--- config.mk ---
export PLATFORM = sky130hd
export DESIGN_NAME = mmio_display_io
export DESIGN_NICKNAME = d
export VERILOG_FILES = /design/src/rtl/mmio_display_io.sv
export SDC_FILE = /design/constraint.sdc
export NUM_CORES = 1
export LEC_CHECK = 0
export CAP_MARGIN = 15
export CORE_UTILIZATION = 55
export DETAILED_ROUTE_END_ITERATION = 7
export HOLD_SLACK_MARGIN = 0.05
export MAX_ROUTING_LAYER = met4
export PLACE_DENSITY = 0.77
export SLEW_MARGIN = 20
export SYNTH_ARGS = -nofsm -noshare
export SYNTH_HDL_FRONTEND = slang
export SYNTH_SLANG_ARGS = --single-unit
export TNS_END_PERCENT = 5
--- constraint.sdc ---
create_clock -name clk -period 18.6 [get_ports clk]
set_input_delay 3.72 -clock clk [delete_from_list [all_inputs] [get_ports clk]]
set_output_delay 3.72 -clock clk [all_outputs]
set_load 0.05 [all_outputs]
--- src/rtl/mmio_display_io.sv ---
// Memory-mapped board I/O: synchronised switches, debounced buttons with W1C edge flags,
// and a scanned seven-segment display. Define MMIO_BTN_IRQ_EN to add IRQEN (0x14) and the irq output.
module mmio_display_io #(
    parameter int SW_W       = 16,
    parameter int NBTN       = 3,
    parameter int NDIGITS    = 8,
    parameter int SCAN_DIV   = 100000,
    parameter int DEB_CYCLES = 1000000
) (
    input  logic               clk,
    input  logic               reset,
    input  logic               sel,
    input  logic               we,
    input  logic [4:0]         addr,
    input  logic [31:0]        wdata,
    output logic [31:0]        rdata,
    input  logic [SW_W-1:0]    sw,
    input  logic [NBTN-1:0]    btn,
    output logic [NDIGITS-1:0] AN,
    output logic [6:0]         A2G,
`ifdef MMIO_BTN_IRQ_EN
    output logic               DP,
    output logic               irq
`else
    output logic               DP
`endif
);

    localparam int DW    = $clog2(DEB_CYCLES);
    localparam int PW    = $clog2(SCAN_DIV);
    localparam int IDX_W = (NDIGITS > 1) ? $clog2(NDIGITS) : 1;

    logic [SW_W-1:0]      sw_s1, sw_s2;
    logic [NBTN-1:0]      btn_s1, btn_s2;
    logic [NBTN-1:0]      btn_lvl;
    logic [NBTN-1:0]      edge_q;
    logic [NBTN-1:0]      rise;
    logic [NBTN-1:0]      edge_clr;
    logic [DW-1:0]        deb_cnt [NBTN];

    logic [4*NDIGITS-1:0] disp;
    logic [NDIGITS-1:0]   en_mask;
    logic [NDIGITS-1:0]   dp_mask;
    logic [3:0]           nib [NDIGITS];

    logic [PW-1:0]        presc;
    logic [IDX_W-1:0]     idx;

    logic                 wr;
    logic                 unused_bits;

    assign wr          = sel & we;
    assign unused_bits = ^{addr[1:0], wdata};

    function automatic logic [6:0] seg7_n(input logic [3:0] h);
        // active-low {a,b,c,d,e,f,g}
        case (h)
            4'h0: seg7_n = 7'b0000001;
            4'h1: seg7_n = 7'b1001111;
            4'h2: seg7_n = 7'b0010010;
            4'h3: seg7_n = 7'b0000110;
            4'h4: seg7_n = 7'b1001100;
            4'h5: seg7_n = 7'b0100100;
            4'h6: seg7_n = 7'b0100000;
            4'h7: seg7_n = 7'b0001111;
            4'h8: seg7_n = 7'b0000000;
            4'h9: seg7_n = 7'b0000100;
            4'hA: seg7_n = 7'b0001000;
            4'hB: seg7_n = 7'b1100000;
            4'hC: seg7_n = 7'b0110001;
            4'hD: seg7_n = 7'b1000010;
            4'hE: seg7_n = 7'b0110000;
            default: seg7_n = 7'b0111000;
        endcase
    endfunction

    always_ff @(posedge clk or posedge reset) begin
        if (reset) begin
            sw_s1  <= '0;
            sw_s2  <= '0;
            btn_s1 <= '0;
            btn_s2 <= '0;
        end else begin
            sw_s1  <= sw;
            sw_s2  <= sw_s1;
            btn_s1 <= btn;
            btn_s2 <= btn_s1;
        end
    end

    // A level change is accepted only after DEB_CYCLES consecutive differing samples.
    always_comb begin
        rise = '0;
        for (int i = 0; i < NBTN; i++)
            rise[i] = btn_s2[i] & ~btn_lvl[i] & (deb_cnt[i] == DW'(DEB_CYCLES - 1));
    end

    assign edge_clr = (wr && addr[4:2] == 3'd2) ? wdata[NBTN-1:0] : '0;

    always_ff @(posedge clk or posedge reset) begin
        if (reset) begin
            btn_lvl <= '0;
            edge_q  <= '0;
            for (int i = 0; i < NBTN; i++) deb_cnt[i] <= '0;
        end else begin
            for (int i = 0; i < NBTN; i++) begin
                if (btn_s2[i] == btn_lvl[i]) begin
                    deb_cnt[i] <= '0;
                end else if (deb_cnt[i] == DW'(DEB_CYCLES - 1)) begin
                    btn_lvl[i] <= btn_s2[i];
                    deb_cnt[i] <= '0;
                end else begin
                    deb_cnt[i] <= deb_cnt[i] + 1'b1;
                end
            end
            edge_q <= (edge_q & ~edge_clr) | rise;
        end
    end

    always_ff @(posedge clk or posedge reset) begin
        if (reset) begin
            disp    <= '0;
            en_mask <= '1;
            dp_mask <= '0;
        end else if (wr) begin
            case (addr[4:2])
                3'd3: disp <= wdata[4*NDIGITS-1:0];
                3'd4: begin
                    en_mask <= wdata[NDIGITS-1:0];
                    dp_mask <= wdata[8 +: NDIGITS];
                end
                default: ;
            endcase
        end
    end

`ifdef MMIO_BTN_IRQ_EN
    logic [NBTN-1:0] irqen;

    always_ff @(posedge clk or posedge reset) begin
        if (reset) begin
            irqen <= '0;
            irq   <= 1'b0;
        end else begin
            if (wr && addr[4:2] == 3'd5) irqen <= wdata[NBTN-1:0];
            irq <= |(edge_q & irqen);
        end
    end
`endif

    always_comb begin
        rdata = '0;
        if (sel) begin
            case (addr[4:2])
                3'd0: rdata = 32'(sw_s2);
                3'd1: rdata = 32'(btn_lvl);
                3'd2: rdata = 32'(edge_q);
                3'd3: rdata = 32'(disp);
                3'd4: rdata = {16'h0000, 8'(dp_mask), 8'(en_mask)};
`ifdef MMIO_BTN_IRQ_EN
                3'd5: rdata = 32'(irqen);
`endif
                default: rdata = '0;
            endcase
        end
    end

    for (genvar k = 0; k < NDIGITS; k++) begin : g_nib
        assign nib[k] = disp[4*k +: 4];
    end

    // Scan counters free-run; pins follow the index register one cycle later.
    always_ff @(posedge clk or posedge reset) begin
        if (reset) begin
            presc <= '0;
            idx   <= '0;
            AN    <= '1;
            A2G   <= 7'h7F;
            DP    <= 1'b1;
        end else begin
            if (presc == PW'(SCAN_DIV - 1)) begin
                presc <= '0;
                if (idx == IDX_W'(NDIGITS - 1)) idx <= '0;
                else                             idx <= idx + 1'b1;
            end else begin
                presc <= presc + 1'b1;
            end
            AN  <= ~((NDIGITS'(1) << idx) & en_mask);
            A2G <= seg7_n(nib[idx]);
            DP  <= ~dp_mask[idx];
        end
    end

endmodule

Yosys cells after proc, flatten, opt, wreduce, memory -nomap -nowiden
Memory sizes are Yosys's and may differ from the RTL's. A register that Yosys moved wholly into a read port is not among the register bits.
Cells that the tools add are included.

operators by class
  add/subtract/negate cells = 5
  $lt $le $gt $ge = 2
  eq/ne operators = 12
  shift operators = 1
  mux-type cells = 16
  bitwise logic cells = 20
  reduce and logical (&&, ||, !) cells = 7

operator list
  operator                                                                       number
  32-bit one-hot mux with 5 select lines                                         1
  20-bit 2-to-1 mux                                                              6
  20-bit by 1-bit adder with 20-bit output (second input constant)               3
  20-bit == test (second input constant)                                         3
  32-bit 2-to-1 mux                                                              1
  17-bit by 1-bit adder with 17-bit output (second input constant)               1
  17-bit == test (second input constant)                                         1
  17-bit 2-to-1 mux                                                              1
  4-bit binary-select mux with 3-bit select                                      1
  2-bit AND reduction                                                            5
  8-bit AND                                                                      1
  4-bit 2-to-1 mux                                                               2
  8-bit NOT                                                                      1
  1-bit by 3-bit << shifter with 8-bit output (first input constant)             1
  1-bit AND                                                                      7
  1-bit NOT                                                                      7
  3-bit by 2-bit == test with 1-bit output (second input constant)               2
  3-bit == test (second input constant)                                          2
  3-bit 2-to-1 mux                                                               2
  4-bit >= comparator (second input constant)                                    1
  3-bit by 4-bit less-than comparator with 1-bit output (second input constant)  1
  3-bit NOT with 4-bit output                                                    1
  3-bit by 1-bit adder with 3-bit output (second input constant)                 1
  3-bit AND                                                                      1
  other kinds (8)                                                                10

word-level totals
  register bits = 181
  memory bits (read-only) = 112
  input port bits = 60
  output and inout bits = 48
  logic and storage cells = 82
  memories = 1

memories
  name             words  bits a word  rd ports  clocked after memory_dff  wr ports  line  text
  (no name shown)  16     7            1         1                         0         57    case (h)

Depth between registers and ports, before layout
Gate-level depths: netlist of the first run.

  depth in word-level cells = 6
  gate-level depth with buffers = 8

Worst setup path after synthesis of the first run
No wires, ideal clock.

  path type = input to output
  start point = input addr[4]
  end point = output rdata[2]
  arrival = 5519 ps
  setup slack = 9361 ps
  stages on the path = 4
  buffers on the path = 2
  path through = buf_2 > buf_1 > nand3_1 > a21boi_0

on the way
  longest elaborated chain between the ends = 3
  elaborated cells on any way between the ends = 7

ends and longest elaborated chain
  item                                        line  text
  start, declared                             14    input logic [4:0] addr,
  3-bit == test (tied with other cells)       154   case (addr[4:2])
  32-bit one-hot mux with 5 select lines (*)  154
  32-bit 2-to-1 mux (*)                       153   if (sel) begin
  end, declared                               16    output logic [31:0] rdata,

Mark *: on every way between the ends. The rest lies on a longest branch, timed or not.

Worst setup path after layout of the first run
  start point = input addr[3]
  end point = output rdata[12]

The elaborated chain is that of the path after synthesis.

==> impl_results.md, run 1 <==
- Source-to-sink clock delay at the later pin of the worst-skew pair: 0.43 ns
- 1st-pass router iterations: 5
- Combinational power share: 0.155
- # rows: 45
- GP Congestion: 0.8575
- Relative slew margins: 0.3096
- Io pins: 108
- Part of the power in the clock network: 0.368
- Total negative slack for setup checks: 0 ns
- Shortest period the worst path allows: 10.21 ns
- Crit end category: primary output
- Effective utilization at floorplan: 0.5651
- Clock Path Buffers: 2
- Number of clock sinks: 188
- Largest net degree at the start of global routing: 113
- Startpoint of the worst-slack reg-to-reg timing path: idx[0]$_DFFE_PP0N_
- Filler-free cell count of the finished design: 1052
- Final clock period utilization by the worst path: 0.5491
- Sum of internal, switching and leakage power: 1.006 mW
- Die Span X: 127.2 µm
- Leakage: 4.399 nW
- Required time of the critical path: 14.88 ns
- Number of buffers created by CTS: 17
- Sequential Area: 0.004735 mm²
- Most instantiated flip-flop cell in the synthesis netlist: sky130_fd_sc_hd__dfrtp_1
- Fill count: 1059
- Number of flops mapped to enable cells by yosys: 0
- Core ar.: 0.01526 mm²
- Hold Path Class: reg2reg
- Placed cell count: 1020
- Hold-critical path depth: 0
- Avg Inst Size Synth: 11.86 µm²
- Endpoint arrival time on the critical path: 6.49 ns
- CTS tree: yes
- Number of distinct standard cells referenced by the synthesized netlist: 51
- Post-CTS setup-driven buffer insertion count: 0
- DRC violations left: 0
- Post-synthesis sequential area ratio: 0.5490
- Share of post-route cells with drive strength above 1: 0.1795
- Worst r2r dst: A2G[6]$_DFF_PP1_
- Net switching power figure: 263.7 µW
- Part of the total power dissipated in sequential elements: 0.477
- Crit-path slowest cell: sky130_fd_sc_hd__clkdlybuf4s50_1
- Achievable clock frequency: 97.91 MHz
- Area growth from synthesis to layout: 21.46%
- Routed wirelength normalized by instance count: 17.96 µm
- # Max-Cap Violations: 0
- Count of nets left with antenna violations after detail routing: 0
- Starting DRT DRC Count: 448
- Critical-path cell list: clkdlybuf4s50_1 > nor2b_1 > and2_2 > a22oi_1 > nor2_1 > clkdlybuf4s50_1
- Vias in the first global route: 6167
- Share of synthesized registers carrying an async set or reset: 1.000
- Routed via count divided by cell count: 5.769
- Share of total power consumed by net switching: 0.2622
- CP max stage delay: 0.83 ns
- Final count of negative-setup-slack endpoints: 0
- Slew Limit Fails: 0
- Synthesized net count: 806
- Hold violation count in the final report: 0
- DRT Wirelength: 18900 µm
- Post-Synthesis Cell Area: 0.008623 mm²
- Overflow left after global routing: 0
- Post-cts repair resize count: 0
- Diode insertion count for antenna repair: 0
- Root buffer cell: sky130_fd_sc_hd__clkbuf_16
- IO Port Bufs: 105
- Net count reported at finish: 907
- Die span in y: 127.2 µm
- Hold path startpoint: sw_s1[2]$_DFF_PP0_
- DPL Wire Length: 13000 µm
- Cell repeated most along the worst path: sky130_fd_sc_hd__clkdlybuf4s50_1
- Number of register bits inferred by synthesis: 188
- Post-Route Skew: 0.01279 ns
- Number of cell instances on the worst register-to-register path: 6
- CTS Hold Buffers Added: 0
- Power per cell area: 96.01 mW/mm²
- Initial antenna violation count: 0
- CTS H-Tree Depth: 4
- Minimum setup slack among reg-to-reg paths: 15.71 ns
- Vias after detailed routing: 6069
- Classification of the worst setup path: in2out
- Area used by multi-input combinational logic: 0.003671 mm²
- Total global-route track usage: 0.2574
- Transition time at the pin with the least slew margin: 1.033 ns
- Total Die Area: 0.01618 mm²
- Post-synthesis cell count: 727
- Status: complete, no violations
- Endpoint with the worst hold slack: sw_s2[2]$_DFF_PP0_
- Internal cell power: 741.9 µW
- Clock-pin transition on the worst setup and hold timing paths: 0.07 ns
- Startpoint class of the critical path: input port
- Highest net fanout along the worst path: 30
- Number of warning messages in the yosys log: 0
- Global-route wire length before repair: 31260 µm
- Maximum resistive drop on vdd: 0.06843 mV
- RSZ-0062 raised after global routing: false
==> worst max path at each step <==
| stage | slack, ns | startpoint | cells past startpoint | end |
|---|---|---|---|---|
| after CTS | 8.00 | addr[3] | 6 | rdata[12] |
| after global placement | 8.08 | addr[3] | 6 | rdata[12] |
| final | 8.39 | addr[3] | 6 | rdata[12] |
| after detailed placement | 8.01 | addr[3] | 6 | rdata[15] |
| after floorplan | 9.36 | addr[4] | 4 | rdata[2] |
| after global routing | 8.19 | addr[3] | 6 | rdata[15] |
==> power by group through the flow <==
stage / Sequential, mW / Clock (mW) / Combinational (mW)
3_3_place_gp: 0.484 / 0 / 0.151
4_1_cts: 0.480 / 0.375 / 0.157
5_1_grt: 0.484 / 0.391 / 0.168
3_5_place_dp: 0.487 / 0 / 0.156
6_report: 0.480 / 0.370 / 0.156
2_1_floorplan: 0.502 / 0 / 0.0841
==> cells by family after synthesis <==
kind of cell | Yosys count | share of synthesized area
and+or+nand+nor | 249 | 0.1525
AOI/OAI and AO/OA | 73 | 0.05702
muxes | 95 | 0.1377
adders and majority gates | 19 | 0.02757
xor gates and xnor gates | 49 | 0.04977
buffers and inverters | 54 | 0.02641
DFF | 188 | 0.5490
==> critical path, delay by kind of cell <==
family / cells / cell delay, ns
buf+inv: 2 / 1.48
simple gates: 3 / 1.08
compound gates: 1 / 0.19
==> cells in the mapped netlist, types with 11 or more instances <==
master	count	area (µm²)
sky130_fd_sc_hd__o21ai_0	12	60.06
sky130_fd_sc_hd__or3_1	14	87.58
sky130_fd_sc_hd__mux4_2	11	247.7
sky130_fd_sc_hd__clkbuf_1	15	56.30
sky130_fd_sc_hd__o31ai_1	12	90.09
sky130_fd_sc_hd__nand4_1	16	100.1
sky130_fd_sc_hd__buf_2	11	55.05
sky130_fd_sc_hd__ha_1	19	237.7
sky130_fd_sc_hd__a21oi_1	21	105.1
sky130_fd_sc_hd__and3_1	24	150.1
sky130_fd_sc_hd__nand2_1	30	112.6
sky130_fd_sc_hd__nor2_1	74	277.8
sky130_fd_sc_hd__dfstp_2	24	630.6
sky130_fd_sc_hd__dfrtp_1	164	4104
sky130_fd_sc_hd__inv_1	24	90.09
sky130_fd_sc_hd__nand3_1	34	170.2
sky130_fd_sc_hd__xor2_1	26	227.7
sky130_fd_sc_hd__xnor2_1	23	201.4
sky130_fd_sc_hd__mux2i_1	14	140.1
sky130_fd_sc_hd__a22oi_1	13	97.59
sky130_fd_sc_hd__or4_1	13	97.59
sky130_fd_sc_hd__mux2_2	67	754.5
==> layer usage <==
metal	global-route usage	routed length, µm	vias up
li1	-	-	2802
met1	0.3227	7951	3064
met2	0.4205	9623	173
met3	0.05570	926	30
met4	0.08123	394	0
met5	-	0	-
==> placed cells by master, fill, tap and decap left out, types with 6 or more instances in the layout <==
| cell | n |
|---|---|
| sky130_fd_sc_hd__dfrtp_1 | 164 |
| sky130_fd_sc_hd__clkdlybuf4s50_1 | 105 |
| sky130_fd_sc_hd__nor2_1 | 74 |
| sky130_fd_sc_hd__mux2_2 | 67 |
| sky130_fd_sc_hd__nand3_1 | 34 |
| sky130_fd_sc_hd__nand2_1 | 30 |
| sky130_fd_sc_hd__xor2_1 | 26 |
| sky130_fd_sc_hd__dfstp_2 | 24 |
| sky130_fd_sc_hd__and3_1 | 24 |
| sky130_fd_sc_hd__inv_1 | 23 |
| sky130_fd_sc_hd__xnor2_1 | 23 |
| sky130_fd_sc_hd__a21oi_1 | 21 |
| sky130_fd_sc_hd__ha_1 | 19 |
| sky130_fd_sc_hd__clkbuf_16 | 17 |
| sky130_fd_sc_hd__nand4_1 | 16 |
| sky130_fd_sc_hd__or3_1 | 14 |
| sky130_fd_sc_hd__mux2i_1 | 13 |
| sky130_fd_sc_hd__or4_1 | 13 |
| sky130_fd_sc_hd__a22oi_1 | 13 |
| sky130_fd_sc_hd__o21ai_0 | 12 |
| sky130_fd_sc_hd__mux4_2 | 11 |
| sky130_fd_sc_hd__o31ai_1 | 11 |
| sky130_fd_sc_hd__and4_1 | 7 |
| sky130_fd_sc_hd__nor4_1 | 7 |
| sky130_fd_sc_hd__nor3_1 | 7 |
| sky130_fd_sc_hd__buf_4 | 7 |
| sky130_fd_sc_hd__and2_1 | 6 |
==> final cells by class <==
class	count	area share
Multi-Input combinational cell	485	0.3505
Timing Repair Buffer	112	0.1054
Tap cell	211	0.02521
Clock inverter	9	0.01027
Inverter	24	0.009079
Sequential cell	188	0.4520
Clock buffer	23	0.04755
==> registers in the layout (all words and copies together) (netlist names) <==
name and count:
AN 8, sw_s1 16, edge_q 3, sw_s2 16, presc 17, deb_cnt 60, A2G 7, dp_mask 8
idx 3, DP 1, disp 32, btn_s1 3, en_mask 8, btn_lvl 3, btn_s2 3
==> per-stage QoR <==
step | cell area (µm²) | util | setup WS (ns) | hold slack [ns]
2_1_floorplan | 8623 | - | 9.361 | 0.3312
3_3_place_gp | 9863 | 0.6464 | 8.077 | 0.3335
3_5_place_dp | 9863 | 0.6464 | 8.008 | 0.3362
4_1_cts | 10470 | 0.6861 | 8.005 | 0.3496
5_1_grt | 10470 | 0.6864 | 8.194 | 0.3634
6_report | 10470 | 0.6864 | 8.387 | 0.3474
Note: power is estimated with default switching activity, not from simulation.
==> inputs of run 2 (changes only) <==
==> constraint.sdc (replaced) <==
create_clock -name clk -period 10.2 [get_ports clk]
set_input_delay 2.04 -clock clk [delete_from_list [all_inputs] [get_ports clk]]
set_output_delay 2.04 -clock clk [all_outputs]
set_load 0.05 [all_outputs]
==> impl_results.md, run 2 (synthesis gave the netlist of run 1 again) <==
- Post-cts repair resize count: 0 (unchanged)
- Area growth from synthesis to layout: 21.46% (unchanged)
- Global-route wire length before repair: 31320 µm (+0.18%)
- Overflow left after global routing: 0 (unchanged)
- Power per cell area: 175.8 mW/mm² (+83%)
- Startpoint of the worst-slack reg-to-reg timing path: idx[0]$_DFFE_PP0N_
- CP Capture Point: rdata[12]
- Diode insertion count for antenna repair: 0 (unchanged)
- Starting DRT DRC Count: 453 (+1.1%)
- Total Die Area: 0.01618 mm² (unchanged)
- Post-CTS setup-driven buffer insertion count: 0 (unchanged)
- Commonest cells after routing, fill and taps aside: sky130_fd_sc_hd__dfrtp_1, sky130_fd_sc_hd__clkdlybuf4s50_1, sky130_fd_sc_hd__nor2_1, sky130_fd_sc_hd__mux2_2, sky130_fd_sc_hd__nand3_1
- Share of post-route cells with drive strength above 1: 0.1810 (+0.001404)
- Total global-route track usage: 0.2592 (+0.001783)
- Clock Path Buffers: 2 (unchanged)
- Net count reported at finish: 906 (-0.11%)
- DPL Wire Length: 12990 µm (-0.11%)
- Levels on crit path: 6 (unchanged)
- Minimum setup slack among reg-to-reg paths: 7.31 ns (-8.40 ns)
- Io pins: 108 (unchanged)
- Routed wirelength normalized by instance count: 18.22 µm (+1.4%)
- Most common cell after layout, fill and taps aside: sky130_fd_sc_hd__dfrtp_1
- CTS tree: yes
- Total negative slack for setup checks: 0 ns (unchanged)
- CTS H-Tree Depth: 4 (unchanged)
- Number of clock sinks: 188 (unchanged)
- Number of buffers created by CTS: 17 (unchanged)
- Core ar.: 0.01526 mm² (unchanged)
- Initial antenna violation count: 0 (unchanged)
- DRT Wirelength: 19150 µm (+1.3%)
- Top reg by flops: deb_cnt
- Crit-path slowest cell: sky130_fd_sc_hd__clkdlybuf4s50_1
- Die Span X: 127.2 µm (unchanged)
- IO Port Bufs: 105 (unchanged)
- Placed cell areas: 0.009858 mm² (about the same)
- # Max-Cap Violations: 0 (unchanged)
- Top flop regs: deb_cnt (60), disp (32), presc (17)
- Startpoint class of the critical path: input port
- Hold path startpoint: sw_s1[6]$_DFF_PP0_
- Die span in y: 127.2 µm (unchanged)
- Transition time at the pin with the least slew margin: 0.9873 ns (-0.04530 ns)
- Critical path startpoint: addr[3]
- GP Congestion: 0.8775 (+2.3%)
- Effective utilization at floorplan: 0.5651 (unchanged)
- Post-Route Skew: 0.007965 ns (-0.004822 ns)
- Leakage: 4.396 nW (about the same)
- Shortest period the worst path allows: 6.959 ns
- RSZ-0062 raised after global routing: false
- Crit end category: primary output
- Number of cell instances on the worst register-to-register path: 6 (unchanged)
- Hold violation count in the final report: 0 (unchanged)
- Vias in the first global route: 6204 (+0.60%)
- Hold-critical path depth: 0 (unchanged)
- Count of nets left with antenna violations after detail routing: 0 (unchanged)
- Worst r2r dst: A2G[6]$_DFF_PP1_
- Highest net fanout along the worst path: 30 (unchanged)
- Cell repeated most along the worst path: sky130_fd_sc_hd__clkdlybuf4s50_1
- Critical path buffers and inverters: 2 (unchanged)
- Status: complete, no violations
- Final worst hold slack: 0.3478 ns (+0.0004310 ns)
- Number of flip-flops in the largest register: 60 (unchanged)
- Hold Path Class: reg2reg
- Vias after detailed routing: 6089 (+0.33%)
- Maximum resistive drop on vdd: 0.1490 mV (+120%)
- Source-to-sink clock delay at the later pin of the worst-skew pair: 0.43 ns (about the same)
- Final clock period utilization by the worst path: 0.6822
- CP max stage delay: 0.86 ns (+0.03 ns)
- Root buffer cell: sky130_fd_sc_hd__clkbuf_16
- Final core utilization: 0.6864 (unchanged)
- Relative slew margins: 0.3399 (+0.03029)
- Clock-pin transition on the worst setup and hold timing paths: 0.06 ns (about the same)
- 1st-pass router iterations: 4 (-1)
- Achievable clock frequency: 143.7 MHz
- Required time of the critical path: 8.16 ns (-6.72 ns)
- Endpoint arrival time on the critical path: 4.92 ns (-1.57 ns)
- Slew Limit Fails: 0 (unchanged)
- Fin area: 0.01047 mm² (unchanged)
- CTS Hold Buffers Added: 0 (unchanged)
- Largest net degree at the start of global routing: 112 (-0.88%)
- Critical-path cell list: clkdlybuf4s50_1 > nor2b_1 > and2_2 > a22oi_1 > nor2_1 > clkdlybuf4s50_1
- Classification of the worst setup path: in2out
- Final count of negative-setup-slack endpoints: 0 (unchanged)
- DRC violations left: 0 (unchanged)
- Family with the most delay on the worst path: buffers and inverters
- Routed via count divided by cell count: 5.794 (+0.43%)
- # rows: 45 (unchanged)
[run 2: cell types whose count changed in the layout (fill, tap and decap cells not counted), sizes merged]
cell    change
buf         -1
clkbuf      -5
clkinv      +4
bufinv      +1
[run 2: how the worst min path moves through the flow]
stage,endpoint,slack [ns]
4_1_cts,sw_s2[6]$_DFF_PP0_,0.35
3_5_place_dp,sw_s2[6]$_DFF_PP0_,0.33
3_3_place_gp,sw_s2[1]$_DFF_PP0_,0.33
6_report,sw_s2[6]$_DFF_PP0_,0.35
2_1_floorplan,btn_s2[0]$_DFF_PP0_,0.33
5_1_grt,sw_s2[0]$_DFF_PP0_,0.36
[run 2: layout make-up]
cell class	instances	area [µm²]
multi-input combinational	485	3674
sequential	188	4735
timing repair buffer	111	1096
fill	1105	4785
inverter	24	97.59
clock inverter	14	168.9
tap	211	264.0
clock buffer	18	439.2
[run 2: where the power goes]
| group | switching, mW | leakage (nW) | internal, mW |
|---|---|---|---|
| Combinational | 0.155 | 1.73 | 0.132 |
| Clock | 0.286 | 0.296 | 0.393 |
| Sequential | 0.0490 | 2.36 | 0.827 |
[run 2: layer usage]
layer,wire [µm],GRT usage,vias to the layer above
li1,-,-,2805
met1,8081,0.3204,3076
met3,950,0.05486,29
met5,0,-,-
met4,313,0.07703,0
met2,9800,0.4318,179
[run 2: metrics by stage]
step	instances	power [mW]	worst slack [ns]
2_1_floorplan	727	1.068	3.086
3_3_place_gp	1019	1.158	2.996
3_5_place_dp	1019	1.174	3.004
4_1_cts	1051	1.852	2.905
5_1_grt	1051	1.907	3.195
6_report	1051	1.841	3.241
==> variant 1: new RTL, flow settings as in run 2 <==
Put one more register stage on the output `AN`, without a reset. The value now appears one clock later. The other outputs are not delayed to match.
--- a/src/rtl/mmio_display_io.sv
+++ b/src/rtl/mmio_display_io.sv
@@ -30,6 +30,8 @@
     localparam int PW    = $clog2(SCAN_DIV);
     localparam int IDX_W = (NDIGITS > 1) ? $clog2(NDIGITS) : 1;
 
+    logic [NDIGITS-1:0] AN_s0;
+
     logic [SW_W-1:0]      sw_s1, sw_s2;
     logic [NBTN-1:0]      btn_s1, btn_s2;
     logic [NBTN-1:0]      btn_lvl;
@@ -174,7 +176,7 @@
         if (reset) begin
             presc <= '0;
             idx   <= '0;
-            AN    <= '1;
+            AN_s0 <= '1;
             A2G   <= 7'h7F;
             DP    <= 1'b1;
         end else begin
@@ -185,11 +187,15 @@
             end else begin
                 presc <= presc + 1'b1;
             end
-            AN  <= ~((NDIGITS'(1) << idx) & en_mask);
+            AN_s0 <= ~((NDIGITS'(1) << idx) & en_mask);
             A2G <= seg7_n(nib[idx]);
             DP  <= ~dp_mask[idx];
         end
     end
 
+    always_ff @(posedge clk) begin
+        AN <= AN_s0;
+    end
+
 endmodule
 
Formal check against the unedited RTL: not equivalent (a bounded check fails within 4 cycles, from zero or initial values and one cycle with reset high).
==> variant 1 against run 2 <==
Power rose by 0.57%; cell count rose by 0.67%; critical path depth did not move; utilization rose by 0.20 points; register-to-register slack got worse by 0.06 ns; synthesized area rose by 2.4%; cell area rose by 1.4%; maximum frequency fell by 8.1%; sequential cell count rose by 8; clock power fell by 3%; wire length fell by 1.7%; global-route usage fell by 0.42 points; non-clock buffer count fell by 4; critical path type unchanged; worst setup slack got worse by 0.61 ns; critical endpoint is now rdata[4].
==> variant 1: results (changes against run 2) <==
| Metric | Value |
|---|---|
| Run status | finished, final reports clean (unchanged) |
| DR iter-0 viols | 447 (was 453) |
| Crit-path max cell delay | 0.93 ns (was 0.86 ns) |
| Iteration count of the initial detailed-routing pass | 5 (was 4) |
| Power Sequential | 0.000906 W (was 0.000876 W) |
| Number of cells after detailed placement | 1026 (was 1019) |
| Hold Path Sink | sw_s2[7] (was sw_s2[6]) |
| Worst hold path startpoint | sw_s1[7] (was sw_s1[6]) |
| Largest net degree at the start of global routing | 103 (was 112) |
| Fraction of power consumed by the clock network | 35.7% (was 36.9%) |
| Net count of the finished layout | 913 (was 906) |
| Worst Path Arrival | 5.53 ns (was 4.92 ns) |
| Most frequent cells after synthesis | 164 x sky130_fd_sc_hd__dfrtp_1, 83 x sky130_fd_sc_hd__nor2_1, 69 x sky130_fd_sc_hd__mux2_2, 43 x sky130_fd_sc_hd__xnor2_1, 36 x sky130_fd_sc_hd__nand3_1 (was 164 x sky130_fd_sc_hd__dfrtp_1, 74 x sky130_fd_sc_hd__nor2_1, 67 x sky130_fd_sc_hd__mux2_2, 34 x sky130_fd_sc_hd__nand3_1, 30 x sky130_fd_sc_hd__nand2_1) |
| Gate count of the mapped netlist | 736 (was 727) |
| Total via count in the routed design | 6079 (was 6089) |
| M2 GR Usage | 41.9% (was 43.2%) |
| Global-route total usage across every layer | 25.5% (was 25.9%) |
| Area grow syn2layout | 20.3% (was 21.5%) |
| Global-route wire length before repair | 31.1 mm (was 31.3 mm) |
| Filler instances | 1111 (was 1105) |
| Max Clock Skew | 0.00914 ns (was 0.00796 ns) |
| RePlAce Congestion | 0.855 (was 0.878) |
| Net count of the mapped netlist | 815 (was 806) |
| NetSw | 0.000499 W (was 0.000490 W) |
| Detail Placement HPWL | 13.0 mm (about the same) |
| Peak supply drop | 0.123 mV (was 0.149 mV) |
| Routed wirelength normalized by instance count | 17.8 um (was 18.2 um) |
| Top post-synthesis cells by area | sky130_fd_sc_hd__dfrtp_1 46%, sky130_fd_sc_hd__mux2_2 8.8%, sky130_fd_sc_hd__dfstp_2 7.1% (was sky130_fd_sc_hd__dfrtp_1 48%, sky130_fd_sc_hd__mux2_2 8.7%, sky130_fd_sc_hd__dfstp_2 7.3%) |
| Share of final-layout standard cells stronger than drive strength 1 | 16.3% (was 18.1%) |
| Worst setup slack for register-to-register paths | 7.25 ns (was 7.31 ns) |
| Max_slew headroom | 33.2% (was 34.0%) |
## variant 1: layer usage
metal | part of all wire [%] | vias up
met1 | 43 | 3054
met2 | 50 | 179
met3 | 5.0 | 21
met5 | 0 | -
met4 | 1.4 | 0
li1 | - | 2825
## variant 1: worst max path at each step
| stage | startpoint | endpoint | slack [ns] | depth (start not counted) |
|---|---|---|---|---|
| detailed placement | addr[4] | rdata[15] | 2.63 | 6 |
| global route | addr[4] | rdata[15] | 2.35 | 6 |
| finish | addr[4] | rdata[4] | 2.63 | 6 |
| floorplan | reset | btn_lvl[0] | 3.09 | 1 |
| CTS | addr[4] | rdata[15] | 2.63 | 6 |
| global placement | addr[4] | rdata[15] | 2.78 | 6 |
## variant 1: cell type report
type | count | share of cell area, %
Clock buffer | 17 | 4.01
Clock inverter | 15 | 1.46
Inverter | 26 | 0.966
Multi-Input combinational cell | 486 | 34.9
Sequential cell | 196 | 46.1
Tap cell | 211 | 2.49
Timing Repair Buffer | 107 | 10.1
## variant 1: stage by stage
step | total power (W) | hold slack, ns | util [%]
2_1_floorplan | 0.00110 | 0.331 | -
3_3_place_gp | 0.00119 | 0.335 | 65.0
3_5_place_dp | 0.00120 | 0.336 | 65.0
4_1_cts | 0.00187 | 0.350 | 68.8
5_1_grt | 0.00193 | 0.354 | 68.8
6_report | 0.00185 | 0.348 | 68.8
## variant 1: cell families (layout without fill, tap and decap cells)
| family | count (synthesis) | count (layout) | share of synthesized area [%] |
|---|---|---|---|
| multiplexers | 95 | 95 | 13.9 |
| adder cells (fa/ha/maj) | 19 | 19 | 2.69 |
| AO/OA/AOI/OAI | 59 | 59 | 4.75 |
| flip-flops | 196 | 196 | 55.4 |
| AND/OR/NAND/NOR | 257 | 257 | 15.1 |
| XOR/XNOR | 56 | 56 | 5.56 |
| buffers and inverters | 54 | 165 | 2.62 |
==> variant 2: new RTL, flow settings as in run 2 <==
Made on the original files. Change the parameter `NBTN` from 3 to 6.
--- a/src/rtl/mmio_display_io.sv
+++ b/src/rtl/mmio_display_io.sv
@@ -2,7 +2,7 @@
 // and a scanned seven-segment display. Define MMIO_BTN_IRQ_EN to add IRQEN (0x14) and the irq output.
 module mmio_display_io #(
     parameter int SW_W       = 16,
-    parameter int NBTN       = 3,
+    parameter int NBTN       = 6,
     parameter int NDIGITS    = 8,
     parameter int SCAN_DIV   = 100000,
     parameter int DEB_CYCLES = 1000000
Ports: changed (resized btn); port bits go from 108 to 111. No check against the original RTL was run, so the function may have changed too.
==> variant 2 against run 2 <==
Sequential cell count increased by 72; clock skew increased by 0.0092 ns; power increased by 37%; synthesized area increased by 40%; register-to-register slack got worse by 0.06 ns; hold slack got worse by 0.0010 ns; cell area increased by 37%; worst setup slack got worse by 0.43 ns; global-route usage decreased by 2.3 points; wire length increased by 32%.
==> variant 2: results (changes against run 2) <==
| Metric | Value |
|---|---|
| DR iter-0 viols | 504 (was 453) |
| Worst-case clock buffer depth | 3 (was 2) |
| CTS buffer count | 28 (was 17) |
| Run status | finished, final reports clean (unchanged) |
| Global-route wire length before repair | 41.2 mm (was 31.3 mm) |
| Area after detailed placement | 13400 um^2 (was 9860 um^2) |
| Vias in the first global route | 8233 (was 6204) |
| Share of final-layout standard cells stronger than drive strength 1 | 14.3% (was 18.1%) |
| Peak supply drop | 0.139 mV (was 0.149 mV) |
| Clock latency on the worst-skew pair | 0.55 ns (was 0.43 ns) |
| Top post-synthesis cells by area | sky130_fd_sc_hd__dfrtp_1 49%, sky130_fd_sc_hd__mux2_2 6.4%, sky130_fd_sc_hd__dfstp_2 5.2% (was sky130_fd_sc_hd__dfrtp_1 48%, sky130_fd_sc_hd__mux2_2 8.7%, sky130_fd_sc_hd__dfstp_2 7.3%) |
| Max_slew headroom | 27.3% (was 34.0%) |
| Net count of the finished layout | 1280 (was 906) |
| Max Clock Skew | 0.0171 ns (was 0.00796 ns) |
| Leakage | 5.86 nW (was 4.40 nW) |
| Detail Placement HPWL | 17.0 mm (was 13.0 mm) |
| Level count of the clock H-tree | 1 (was 4) |
| Global-route total usage across every layer | 23.6% (was 25.9%) |
| Count of distinct cell types in the synthesized netlist | 50 (was 51) |
| Most frequent cells after synthesis | 236 x sky130_fd_sc_hd__dfrtp_1, 133 x sky130_fd_sc_hd__nor2_1, 69 x sky130_fd_sc_hd__mux2_2, 60 x sky130_fd_sc_hd__xnor2_1, 52 x sky130_fd_sc_hd__nand3_1 (was 164 x sky130_fd_sc_hd__dfrtp_1, 74 x sky130_fd_sc_hd__nor2_1, 67 x sky130_fd_sc_hd__mux2_2, 34 x sky130_fd_sc_hd__nand3_1, 30 x sky130_fd_sc_hd__nand2_1) |
| Filler instances | 1559 (was 1105) |
| Crit path max fanout | 27 (was 30) |
| Net count of the mapped netlist | 1172 (was 806) |
| Input/output buffers | 108 (was 105) |
| Via-to-Cell Ratio | 5.75 (was 5.79) |
| Wire length reported by the detailed router | 25.2 mm (was 19.1 mm) |
| Class of the tightest hold or removal check | reg2reg (unchanged) |
| Largest registers in the final layout | deb_cnt: 120 flops, disp: 32 flops, presc: 17 flops (was deb_cnt: 60 flops, disp: 32 flops, presc: 17 flops) |
| Largest net degree at the start of global routing | 133 (was 112) |
variant 2: layout make-up:
class,count,area (um^2),area share [%]
Sequential cell,260,6540,45.5
Multi-Input combinational cell,746,5200,36.2
Timing Repair Buffer,116,1140,7.94
Clock buffer,39,832,5.79
Tap cell,275,344,2.39
Clock inverter,13,159,1.11
Inverter,40,158,1.10
Antenna cell,2,5.00,0.0348
variant 2: per-stage QoR:
stage               util, %  cells  hold slack [ns]
CTS                    67.5   1489            0.348
finish                 67.6   1491            0.347
floorplan                 -   1084            0.331
global route           67.5   1489            0.352
detailed placement     62.9   1437            0.335
global placement       62.9   1437            0.332
variant 2: power breakdown:
group | leakage, nW | total (W) | internal, W | switching [W]
Clock | 0.485 | 0.00106 | 0.000645 | 0.000418
Combinational | 2.03 | 0.000300 | 0.000134 | 0.000165
Sequential | 3.35 | 0.00117 | 0.00112 | 0.0000512
variant 2: per-layer routing:
metal,wire [um],track usage [%],part of all wire (%)
met4,788,8.74,3.1
met1,11400,33.3,45
met2,12000,35.4,47
met3,1080,2.88,4.3
met5,0,-,0
variant 2: path summary, 6_finish.rpt:
kind,startpoint,endpoint,slack [ns],cells after the start
min in group asynchronous,reset,btn_s1[3],2.07,2
max,addr[4],rdata[8],2.81,6
min reg2reg,sw_s1[6],sw_s2[6],0.35,0
max reg2reg,idx[0],A2G[2],7.25,6
max in group asynchronous,reset,disp[21],6.70,3
min,sw_s1[6],sw_s2[6],0.35,0
variant 2: cells by family (layout without fill, tap and decap cells):
group	after synthesis	count (layout)	share of synthesized area [%]
and+or+nand+nor	418	418	18.1
DFF	260	260	54.2
other	0	2	0
AOI/OAI and AO/OA	119	119	6.19
buffers and inverters	78	208	2.71
xor gates and xnor gates	88	88	6.39
adders and majority gates	25	25	2.59
muxes	96	96	9.82
